$ cat src/rtl/lfsr_pkg.sv
// Shared opcode, sequencer state and instruction-format definitions for the
// LFSR program sequencer and its datapath.
package lfsr_pkg;

    localparam int INSTR_W = 14;

    typedef enum logic [5:0] {
        NONE      = 6'h00,
        CFG_TAP   = 6'h01,
        INIT_L    = 6'h02,
        RUN       = 6'h03,
        STORE     = 6'h04,
        LOAD      = 6'h05,
        INIT_ADDR = 6'h06,
        ADD_ADDR  = 6'h07,
        STORE_HD  = 6'h09,
        AVG_HD    = 6'h0A,
        HALT      = 6'h3F
    } op_e;

    typedef enum logic [2:0] {
        S_IDLE,
        S_FETCH,
        S_WAIT,
        S_DECODE,
        S_ISSUE,
        S_RUN,
        S_HALTED,
        S_ERROR
    } seq_state_e;

    // CFG_TAP uses shamt as a reserved bit, so a set shamt makes it undefined.
    function automatic logic is_legal(op_e op, logic shamt);
        case (op)
            CFG_TAP:  return !shamt;
            INIT_L, RUN, STORE, LOAD, INIT_ADDR,
            ADD_ADDR, STORE_HD, AVG_HD, HALT:
                      return 1'b1;
            default:  return 1'b0;
        endcase
    endfunction

    function automatic logic [6:0] run_steps(logic [6:0] funct);
        return (funct == 7'd0) ? 7'd1 : funct;
    endfunction

endpackage

$ cat src/rtl/lfsr_prog_sequencer_if.sv
// Instruction-ROM and datapath command bus between the sequencer (master)
// and the ROM/LFSR datapath (slave).
interface lfsr_prog_sequencer_if;
    import lfsr_pkg::*;

    logic [7:0]         imem_addr;
    logic [INSTR_W-1:0] imem_rdata;
    logic               dp_valid;
    logic               dp_ready;
    op_e                dp_op;
    logic [7:0]         dp_imm;

    modport master (
        output imem_addr, dp_valid, dp_op, dp_imm,
        input  imem_rdata, dp_ready
    );

    modport slave (
        input  imem_addr, dp_valid, dp_op, dp_imm,
        output imem_rdata, dp_ready
    );

endinterface

$ cat src/rtl/lfsr_run_ctr.sv
// Loadable 7-bit down-counter holding the RUN steps still to issue; o_last
// flags the final step so the sequencer can advance on that handshake.
module lfsr_run_ctr (
    input  logic       clk,
    input  logic       rst_n,
    input  logic       i_load,
    input  logic [6:0] i_load_val,
    input  logic       i_dec,
    output logic [6:0] o_count,
    output logic       o_last
);

    logic [6:0] r_count;

    // NOTE: sequential state uses non-blocking assignments so every register
    // samples pre-edge values regardless of process evaluation order.
    always_ff @(posedge clk or negedge rst_n) begin
        if (!rst_n) begin
            r_count <= 7'd0;
        end else if (i_load) begin
            r_count <= i_load_val;
        end else if (i_dec && (r_count != 7'd0)) begin
            r_count <= r_count - 7'd1;
        end
    end

    assign o_count = r_count;
    assign o_last  = (r_count == 7'd1);

endmodule

$ cat src/rtl/lfsr_prog_sequencer.sv
// Program sequencer: fetches and decodes 14-bit instructions from a synchronous
// ROM and issues one valid/ready command per instruction (or per RUN step).
module lfsr_prog_sequencer
    import lfsr_pkg::*;
#(
    parameter logic [7:0] START_ADDR = 8'h00,
    parameter int         IMEM_LAT   = 1
) (
    input  logic                  clk,
    input  logic                  rst_n,
    input  logic                  start,
    lfsr_prog_sequencer_if.master bus,
    output logic                  busy,
    output logic                  halted,
    output logic                  illegal,
    output logic [7:0]            pc,
    output logic [6:0]            run_left
);

    seq_state_e         r_state;
    seq_state_e         w_state_nxt;
    logic [7:0]         r_pc;
    logic [INSTR_W-1:0] r_ir;
    logic               r_halted;
    logic               r_illegal;
    logic               r_rst_done;

    op_e                w_dec_op;
    logic               w_dec_shamt;
    logic [6:0]         w_dec_funct;
    logic               w_start_ok;
    logic               w_hs;
    logic               w_pc_inc;
    logic               w_pc_reload;
    logic               w_ir_load;
    logic               w_set_halt;
    logic               w_set_ill;
    logic               w_run_load;
    logic               w_run_dec;
    logic               w_run_last;
    logic [6:0]         w_run_cnt;

    assign w_dec_op    = op_e'(bus.imem_rdata[13:8]);
    assign w_dec_shamt = bus.imem_rdata[7];
    assign w_dec_funct = bus.imem_rdata[6:0];

    // r_rst_done blocks a start that coincides with the first edge after reset.
    assign w_start_ok = start && r_rst_done;
    assign w_hs       = bus.dp_valid && bus.dp_ready;

    lfsr_run_ctr u_run_ctr (
        .clk        (clk),
        .rst_n      (rst_n),
        .i_load     (w_run_load),
        .i_load_val (run_steps(w_dec_funct)),
        .i_dec      (w_run_dec),
        .o_count    (w_run_cnt),
        .o_last     (w_run_last)
    );

    always_ff @(posedge clk or negedge rst_n) begin
        if (!rst_n) begin
            r_state    <= S_IDLE;
            r_pc       <= START_ADDR;
            r_ir       <= '0;
            r_halted   <= 1'b0;
            r_illegal  <= 1'b0;
            r_rst_done <= 1'b0;
        end else begin
            r_state    <= w_state_nxt;
            r_rst_done <= 1'b1;
            if (w_pc_reload) begin
                r_pc <= START_ADDR;
            end else if (w_pc_inc) begin
                r_pc <= r_pc + 8'd1;
            end
            if (w_ir_load) begin
                r_ir <= bus.imem_rdata;
            end
            if (w_pc_reload) begin
                r_halted  <= 1'b0;
                r_illegal <= 1'b0;
            end
            if (w_set_halt) begin
                r_halted <= 1'b1;
            end
            if (w_set_ill) begin
                r_illegal <= 1'b1;
            end
        end
    end

    // NOTE: every signal written here gets a default first, so no path through
    // the case statement can leave one unassigned and infer a latch.
    always_comb begin
        w_state_nxt = r_state;
        w_pc_inc    = 1'b0;
        w_pc_reload = 1'b0;
        w_ir_load   = 1'b0;
        w_set_halt  = 1'b0;
        w_set_ill   = 1'b0;
        w_run_load  = 1'b0;
        w_run_dec   = 1'b0;
        case (r_state)
            S_IDLE, S_HALTED, S_ERROR: begin
                if (w_start_ok) begin
                    w_state_nxt = S_FETCH;
                    w_pc_reload = 1'b1;
                end
            end
            S_FETCH: begin
                w_state_nxt = (IMEM_LAT == 1) ? S_DECODE : S_WAIT;
            end
            S_WAIT: begin
                w_state_nxt = S_DECODE;
            end
            S_DECODE: begin
                w_ir_load = 1'b1;
                if (!is_legal(w_dec_op, w_dec_shamt)) begin
                    w_state_nxt = S_ERROR;
                    w_set_ill   = 1'b1;
                end else if (w_dec_op == HALT) begin
                    w_state_nxt = S_HALTED;
                    w_set_halt  = 1'b1;
                end else if (w_dec_op == RUN) begin
                    w_state_nxt = S_RUN;
                    w_run_load  = 1'b1;
                end else begin
                    w_state_nxt = S_ISSUE;
                end
            end
            S_ISSUE: begin
                if (w_hs) begin
                    w_state_nxt = S_FETCH;
                    w_pc_inc    = 1'b1;
                end
            end
            S_RUN: begin
                if (w_hs) begin
                    w_run_dec = 1'b1;
                    if (w_run_last) begin
                        w_state_nxt = S_FETCH;
                        w_pc_inc    = 1'b1;
                    end
                end
            end
            default: begin
                w_state_nxt = S_IDLE;
            end
        endcase
    end

    // Command outputs come straight from state and the instruction register so
    // they drop with an asynchronous reset and stay frozen while stalled.
    always_comb begin
        bus.dp_valid = (r_state == S_ISSUE) || (r_state == S_RUN);
        bus.dp_op    = NONE;
        bus.dp_imm   = 8'h00;
        if (bus.dp_valid) begin
            bus.dp_op  = op_e'(r_ir[13:8]);
            bus.dp_imm = r_ir[7:0];
        end
    end

    assign bus.imem_addr = r_pc;
    assign pc            = r_pc;
    assign halted        = r_halted;
    assign illegal       = r_illegal;
    assign run_left      = w_run_cnt;
    assign busy          = (r_state != S_IDLE) && (r_state != S_HALTED) && (r_state != S_ERROR);

endmodule
$ cat src/flat_wrapper.sv
// flat-port wrapper written by rule: the top's interface ports become plain ports
module lfsr_prog_sequencer_flat import lfsr_pkg::*;
#(
    parameter logic [7:0] START_ADDR = 8'h00,
    parameter int         IMEM_LAT   = 1
)
  (clk, rst_n, start, busy, halted, illegal, pc, run_left, bus_imem_addr, bus_dp_valid, bus_dp_op, bus_dp_imm, bus_imem_rdata, bus_dp_ready);
  lfsr_prog_sequencer_if bus_i ();
  input  logic clk;
  input  logic rst_n;
  input  logic start;
  output logic busy;
  output logic halted;
  output logic illegal;
  output logic [7:0] pc;
  output logic [6:0] run_left;
  output wire logic [$bits(bus_i.imem_addr)-1:0] bus_imem_addr;
  output wire logic [$bits(bus_i.dp_valid)-1:0] bus_dp_valid;
  output wire logic [$bits(bus_i.dp_op)-1:0] bus_dp_op;
  output wire logic [$bits(bus_i.dp_imm)-1:0] bus_dp_imm;
  input wire logic [$bits(bus_i.imem_rdata)-1:0] bus_imem_rdata;
  input wire logic [$bits(bus_i.dp_ready)-1:0] bus_dp_ready;
  assign bus_imem_addr = bus_i.imem_addr;
  assign bus_dp_valid = bus_i.dp_valid;
  assign bus_dp_op = bus_i.dp_op;
  assign bus_dp_imm = bus_i.dp_imm;
  assign bus_i.imem_rdata = bus_imem_rdata;
  assign bus_i.dp_ready = bus_dp_ready;
  lfsr_prog_sequencer #(.START_ADDR(START_ADDR), .IMEM_LAT(IMEM_LAT)) u_core (.clk(clk), .rst_n(rst_n), .start(start), .bus(bus_i), .busy(busy), .halted(halted), .illegal(illegal), .pc(pc), .run_left(run_left));
endmodule
$ cat config.mk
export PLATFORM = sky130hd
export DESIGN_NAME = lfsr_prog_sequencer_flat
export DESIGN_NICKNAME = d
export VERILOG_FILES = /design/src/rtl/lfsr_pkg.sv /design/src/rtl/lfsr_prog_sequencer_if.sv /design/src/rtl/lfsr_run_ctr.sv /design/src/rtl/lfsr_prog_sequencer.sv /design/src/flat_wrapper.sv
export SDC_FILE = /design/constraint.sdc
export NUM_CORES = 1
export LEC_CHECK = 0
export ABC_AREA = 1
export BUFFER_PORTS_ARGS = -buffer_cell sky130_fd_sc_hd__buf_4
export CORE_UTILIZATION = 54
export CTS_BUF_LIST = sky130_fd_sc_hd__clkbuf_2
export DETAILED_ROUTE_END_ITERATION = 8
export GPL_ROUTABILITY_DRIVEN = 1
export GPL_TIMING_DRIVEN = 1
export PLACE_DENSITY = 0.91
export SLEW_MARGIN = 25
export SYNTH_ARGS = -nofsm -noshare
export SYNTH_HDL_FRONTEND = slang
export SYNTH_SLANG_ARGS = --single-unit
$ cat constraint.sdc
create_clock -name clk -period 1.8 [get_ports clk]
set_clock_uncertainty 0.2 [all_clocks]
set_input_delay 0.09 -clock clk [delete_from_list [all_inputs] [get_ports clk]]
set_output_delay 0.09 -clock clk [all_outputs]
set_load 0.02 [all_outputs]
# --- After elaboration in Yosys (flattened, before gate mapping) ---
# Index checks and enable logic that the tools add are counted.
totals:
  out_inout_bits: 41
  regBits: 35
  inputBits: 18
  wordCells: 89
op_classes:
  n_eq_ne: 24
  reduce_logical: 19
  muxes: 37
  addsub: 2
ops:
  columns: ["operator", "n"]
  rows:
  - ["$eq A6 B3 Y1 const B", 4]
  - ["$mux W8", 3]
  - ["$mux W1", 21]
  - ["$mux W7", 3]
  - ["$mux W3", 6]
  - ["$pmux W3 S5", 1]
  - ["$eq A3 B3 Y1 const B", 4]
  - ["$eq A6 B2 Y1 const B", 2]
  - ["$eq A6 B4 Y1 const B", 2]
  - ["$reduce_or A9 Y1", 1]
  - ["$add A8 B1 Y8 const B", 1]
  - ["$reduce_bool A2 Y1", 4]
  - ["$eq A7 B1 Y1 const B", 1]
  - ["$logic_not A7 Y1", 1]
  - ["$reduce_bool A7 Y1", 1]
  - ["$sub A7 B1 Y7 const B", 1]
  - ["$eq A3 B2 Y1 const B", 2]
  - ["$eq A6 B1 Y1 const B", 1]
  - ["$eq A6 B6 Y1 const B", 1]
  - ["$mux W6", 1]
  - ["$ne A2 B1 Y1 const B", 3]
  - ["$ne A3 B3 Y1 const B", 2]
  - ["$logic_and A1 B1 Y1", 5]
  - ["$pmux W1 S2", 2]
  - ["other kinds (9)", 9]

# --- Depth between registers and ports, before layout ---
logic_depth:
  word_depth: 8
  ltp_mapped: 10
  depth_no_buf: 10

# --- Hierarchy ---
# Synthesis repeated with hierarchy kept, for this count alone.
hier_totals:
  cells_unflattened: 284
  area_unflattened_um2: 2117.0
by_module_without_submodules:
  columns: ["mod", "area_each_um2", "cells_per_inst", "seq_area_each_um2", "n_inst"]
  rows:
  - ["lfsr_prog_sequencer", 1549.0, 208, 700.7, 1]
  - ["lfsr_run_ctr", 568.0, 76, 175.2, 1]

# --- Least setup slack after synthesis ---
# No wires, ideal clock.
synth_timing:
  kind: "reg-to-reg"
  start: "register u_core.u_run_ctr.r_count[0] (netlist: u_core.u_run_ctr.o_count[0])"
  end: "register u_core.u_run_ctr.r_count[2] (netlist: u_core.u_run_ctr.o_count[2])"
  arrival_ps: 1328
  setup_slack_ps: 146
  setup_ps: 125
  synth_period_minus_slack_ps: 1654
  stages_incl_launch_ff: 10
  path_cell_list: "dfrtp_1 inv_1 ha_1 nand2_1 nor2_1 nand2_1 nand2_2 inv_2 nand2_1 nand3_1"
synth_via:
  elab_chain_len: 3
  word_cells_on_any_way: 6
synth_rtl:
  columns: ["element", "line", "rtl"]
  rows:
  - ["start: declaration", "lfsr_run_ctr.sv:13", "logic [6:0] r_count;"]
  - ["start signal: assignment", "lfsr_run_ctr.sv:21", "r_count <= i_load_val;"]
  - ["start signal: assignment", "lfsr_run_ctr.sv:23", "r_count <= r_count - 7'd1;"]
  - ["$sub A7 B1 Y7 or $reduce_bool A7 Y1 (tied branches)", "lfsr_run_ctr.sv:23, lfsr_run_ctr.sv:22", null]
  - ["$mux W7 or $logic_and A1 B1 Y1 (tied branches)", "lfsr_run_ctr.sv:22", "end else if (i_dec && (r_count != 7'd0)) begin"]
  - ["$mux W7 or $reduce_bool A2 Y1 (tied branches)", null, null]
# Parallel ways exist; a longest one is shown, timed or not. The select of a mux whose other input is x is not followed.
# A chain may end at the register's enable or synchronous reset.

# --- Worst setup path after layout ---
layout_timing:
  start: "register u_core.u_run_ctr.r_count[1] (netlist: u_core.u_run_ctr.o_count[1])"
  end: "register u_core.r_pc[4] (netlist: u_core.bus.imem_addr[4])"
layout_via:
  elab_chain_len: 5
layout_rtl:
  columns: ["element", "line", "rtl"]
  rows:
  - ["$eq A7 B1 Y1", "lfsr_run_ctr.sv:28", "assign o_last = (r_count == 7'd1);"]
  - ["$mux W1", "lfsr_prog_sequencer.sv:141", "if (w_run_last) begin"]
  - ["$mux W1", "lfsr_prog_sequencer.sv:139", "if (w_hs) begin"]
  - ["$pmux W1 S2", "lfsr_prog_sequencer.sv:104", "case (r_state)"]
  - ["$reduce_bool A2 Y1 (no source line)", null, null]
  - ["end signal: assignment", "lfsr_prog_sequencer.sv:75", "r_pc <= r_pc + 8'd1;"]
  - ["end: declaration", "lfsr_prog_sequencer.sv:22", "logic [7:0] r_pc;"]
# No other way between the ends.

==> results.yml <==
detailed_routing:
  drt-total-wl_um: 5190
  vias_per_cell: 5.14
  remaining_drc_errors: 0
  wl_per_cell_um: 13.0
  drtIter0Drc: 150
  ant_nets: 0
  first_pass_iters: 4
  vias: 2050
run_status:
  status: "finished, violations left"
  violations: "negative setup slack"
sta:
  drv_slew: 0
  finalSetupTns_ps: -742
  setup-violations-final: 21
  min_period_over_period: 1.04
  rsz0062_at_grt: "true"
  finalHoldViolations: 0
  setup_slack_ps: -73.0
  min_period_ps: 1870
  timing.fmax_ghz: 0.534
final_layout:
  area_growth_pct: 34.3
  finalNetCount: 374
  fin_cells: 399
  regArea_um2: 877
  fin_area_um2: 2730
  diodes: 0
  multi_input_area_um2: 932
  drive_gt1_frac: 0.258
  n_fill_cell: 252
placed_design:
  io_buffers: 58
  pre_cts_ws_ps: 43.9
  post_dp_cell_area_um2: 2450
  hpwl_um: 3270
  place_inst: 370
  gp_congestion: 0.906
power_and_ir_drop:
  swShare: 0.476
  power_density_nw_per_um2: 1370
  p_sw_w: 0.00179
  intPower_w: 0.00197
  combinationalPowerShare: 0.557
  ir_drop_mv: 0.795
  clkPwrFrac: 0.091
  power.total_w: 0.00375
  p_seq_frac: 0.353
  leakage_nw: 1.46
yosys:
  syn_avg_cell_area_um2: 7.34
  syn_nets: 298
  netlist_area_um2: 2030
  seq_area_frac_synth: 0.431
  ys_types: 27
  ys_ff_latch: 35
  syn-instance-count: 277
  yosysWarnings: 0
grt:
  grt_max_degree: 36
  grt_pass1_wl_um: 8390
  grt_pass1_vias: 1951
  grt_use_total: 0.266
  grt-ovfl-total: 0
  antenna_found_initial: 0
run:
  cap_violations: 0
critical_path:
  end_kind: "flop"
  required_ps: 1930
  path_class: "reg -> reg"
  reg2reg_depth: 10
  worstSetupStartpointType: "flop"
  path_cells: "inv_1 > ha_1 > inv_1 > nor2_1 > nand3_1 > nand2_2 > nand3_4 > nand2_1 > nand2_1 > nand2_1"
  crit_slowest_cell: "dfrtp_1"
  critPathArrivalTime_ps: 2010
  slowest_delay_ps: 470
  crit_top_cell: "nand2_1"
  cp_max_fo: 8
clock_network:
  clock_sinks: 35
  cts_made_buffers: 5
  clk_pin_slew_ps: 190
  clockBufferDepth: 2
  cts-root-buf: "clkbuf_2"
  clk-insertion-delay-late_ps: 380
  htree_levels: 2
  cts_tree: "built"
die:
  fp.dieW_um: 63.4
  dieArea_um2: 4010
  row_count: 21
  pin_count: 59
  initial_core_util: 0.586
  dieHeight_um: 63.4
  core-area_um2: 3470
hold_path:
  holdPathStages: 4
  hold_path_class: "in -> reg"
-- stage by stage --
| stage | util | hold slack [ps] |
|---|---|---|
| after floorplan | - | -406 |
| after global placement | 0.707 | -132 |
| after detailed placement | 0.707 | -135 |
| after CTS | 0.769 | 271 |
| after global routing | 0.787 | 263 |
| final | 0.787 | 280 |
-- power groups by stage --
| stage | combinational, W | sequential, W | clock, W |
|---|---|---|---|
| global route | 0.00230 | 0.00136 | 0.000388 |
| floorplan | 0.00118 | 0.00139 | 0 |
| CTS | 0.00192 | 0.00130 | 0.000340 |
| finish | 0.00209 | 0.00132 | 0.000341 |
| global placement | 0.00183 | 0.00130 | 0 |
| detailed placement | 0.00188 | 0.00132 | 0 |
-- metal layers --
metal / GRT usage / share of wire / vias to the layer above
li1: - / - / 1006
met1: 0.319 / 0.40 / 954
met2: 0.468 / 0.53 / 80
met3: 0.0562 / 0.059 / 10
met4: 0.0881 / 0.013 / 0
met5: 0 / 0 / -
-- cells by family after synthesis --
kind of cell,share of synthesized area
compound gates,0.0683
xor+xnor,0.0302
buf+inv,0.126
simple gates,0.325
other cells,0.00184
flops,0.431
fa+ha+maj,0.0185
-- sequential cells by signal, summed over array words and instances (netlist names) --
| signal | flops |
|---|---|
| u_core.r_rst_done | 1 |
| u_core.illegal | 1 |
| u_core.halted | 1 |
| u_core.r_state | 3 |
| u_core.u_run_ctr.o_count | 7 |
| u_core.bus.imem_addr | 8 |
| u_core.r_ir | 14 |
-- cell usage after synthesis --
master	number	area (um^2)
o21bai_1	2	15.0
nand3_1	33	165
inv_1	36	135
nand2_2	2	12.5
clkbuf_1	2	7.51
nor3_1	2	10.0
a21oi_1	2	10.0
nand3_2	2	20.0
a21oi_2	1	8.76
o21ai_1	6	30.0
nand2_1	72	270
ha_1	3	37.5
nand4_1	4	25.0
clkbuf_2	1	5.00
inv_2	5	18.8
xor2_1	2	17.5
nor2_4	3	33.8
o21ai_0	15	75.1
dfrtp_1	35	876
buf_6	1	11.3
xnor2_1	5	43.8
conb_1	1	3.75
buf_2	1	5.00
nor2_1	30	113
inv_4	2	12.5
buf_4	8	60.1
nand2_4	1	11.3
-- area by class of cell --
type / count / area share
Multi-Input combinational cell: 186 / 0.341
Inverter: 43 / 0.0619
Tap cell: 46 / 0.0211
Sequential cell: 35 / 0.321
Clock inverter: 2 / 0.00321
Clock buffer: 5 / 0.00917
Timing Repair Buffer: 82 / 0.242
-- cells in the final DEF (no fill, tap or decap) --
master          n
nor3_1          2
clkinv_2        1
inv_6           1
inv_4           1
clkinv_1        1
nand2_1        71
nand3_4         1
nand2_4         2
o21ai_1         6
a21oi_4         1
dfrtp_1        34
inv_1          35
nor2_1         29
o21ai_0        15
conb_1          1
buf_4          64
nor2_2          1
xor2_1          2
nand2_2         2
ha_1            3
a21oi_1         2
dfrtp_2         1
nand3_1        32
nor2_4          3
nand3_2         2
clkbuf_2        5
inv_2           6
dlygate4sd3_1  18
xnor2_1         5
o21bai_1        2
nand4_1         4
-- critical path, delay by kind of cell (launching register included) --
kind          cells  cell delay (ps)
simple gates      7              760
flops             1              470
fa+ha+maj         1              200
buf+inv           2              190
-- path summary, 6_finish.rpt --
kind / startpoint / slack, ps / end
max: u_core.u_run_ctr.o_count[1] / -70 / u_core.bus.imem_addr[4]
min: bus_imem_rdata[5] / 280 / u_core.u_run_ctr.o_count[5]
max reg2reg: u_core.u_run_ctr.o_count[1] / -70 / u_core.bus.imem_addr[4]
min reg2reg: u_core.r_ir[10] / 310 / u_core.r_ir[10]
max in group asynchronous: rst_n / 560 / u_core.r_state[1]
min in group asynchronous: rst_n / 500 / u_core.r_state[2]
-- what timing repair did --
item | in CTS | in global routing
hold buffers | 18 | 0
hold endpoints to repair | 67 | 0
resized for setup | 0 | 9
buffers inserted | 0 | 4
endpoints found under the setup margin | 0 | 29
(Power assumes the default switching activity.)
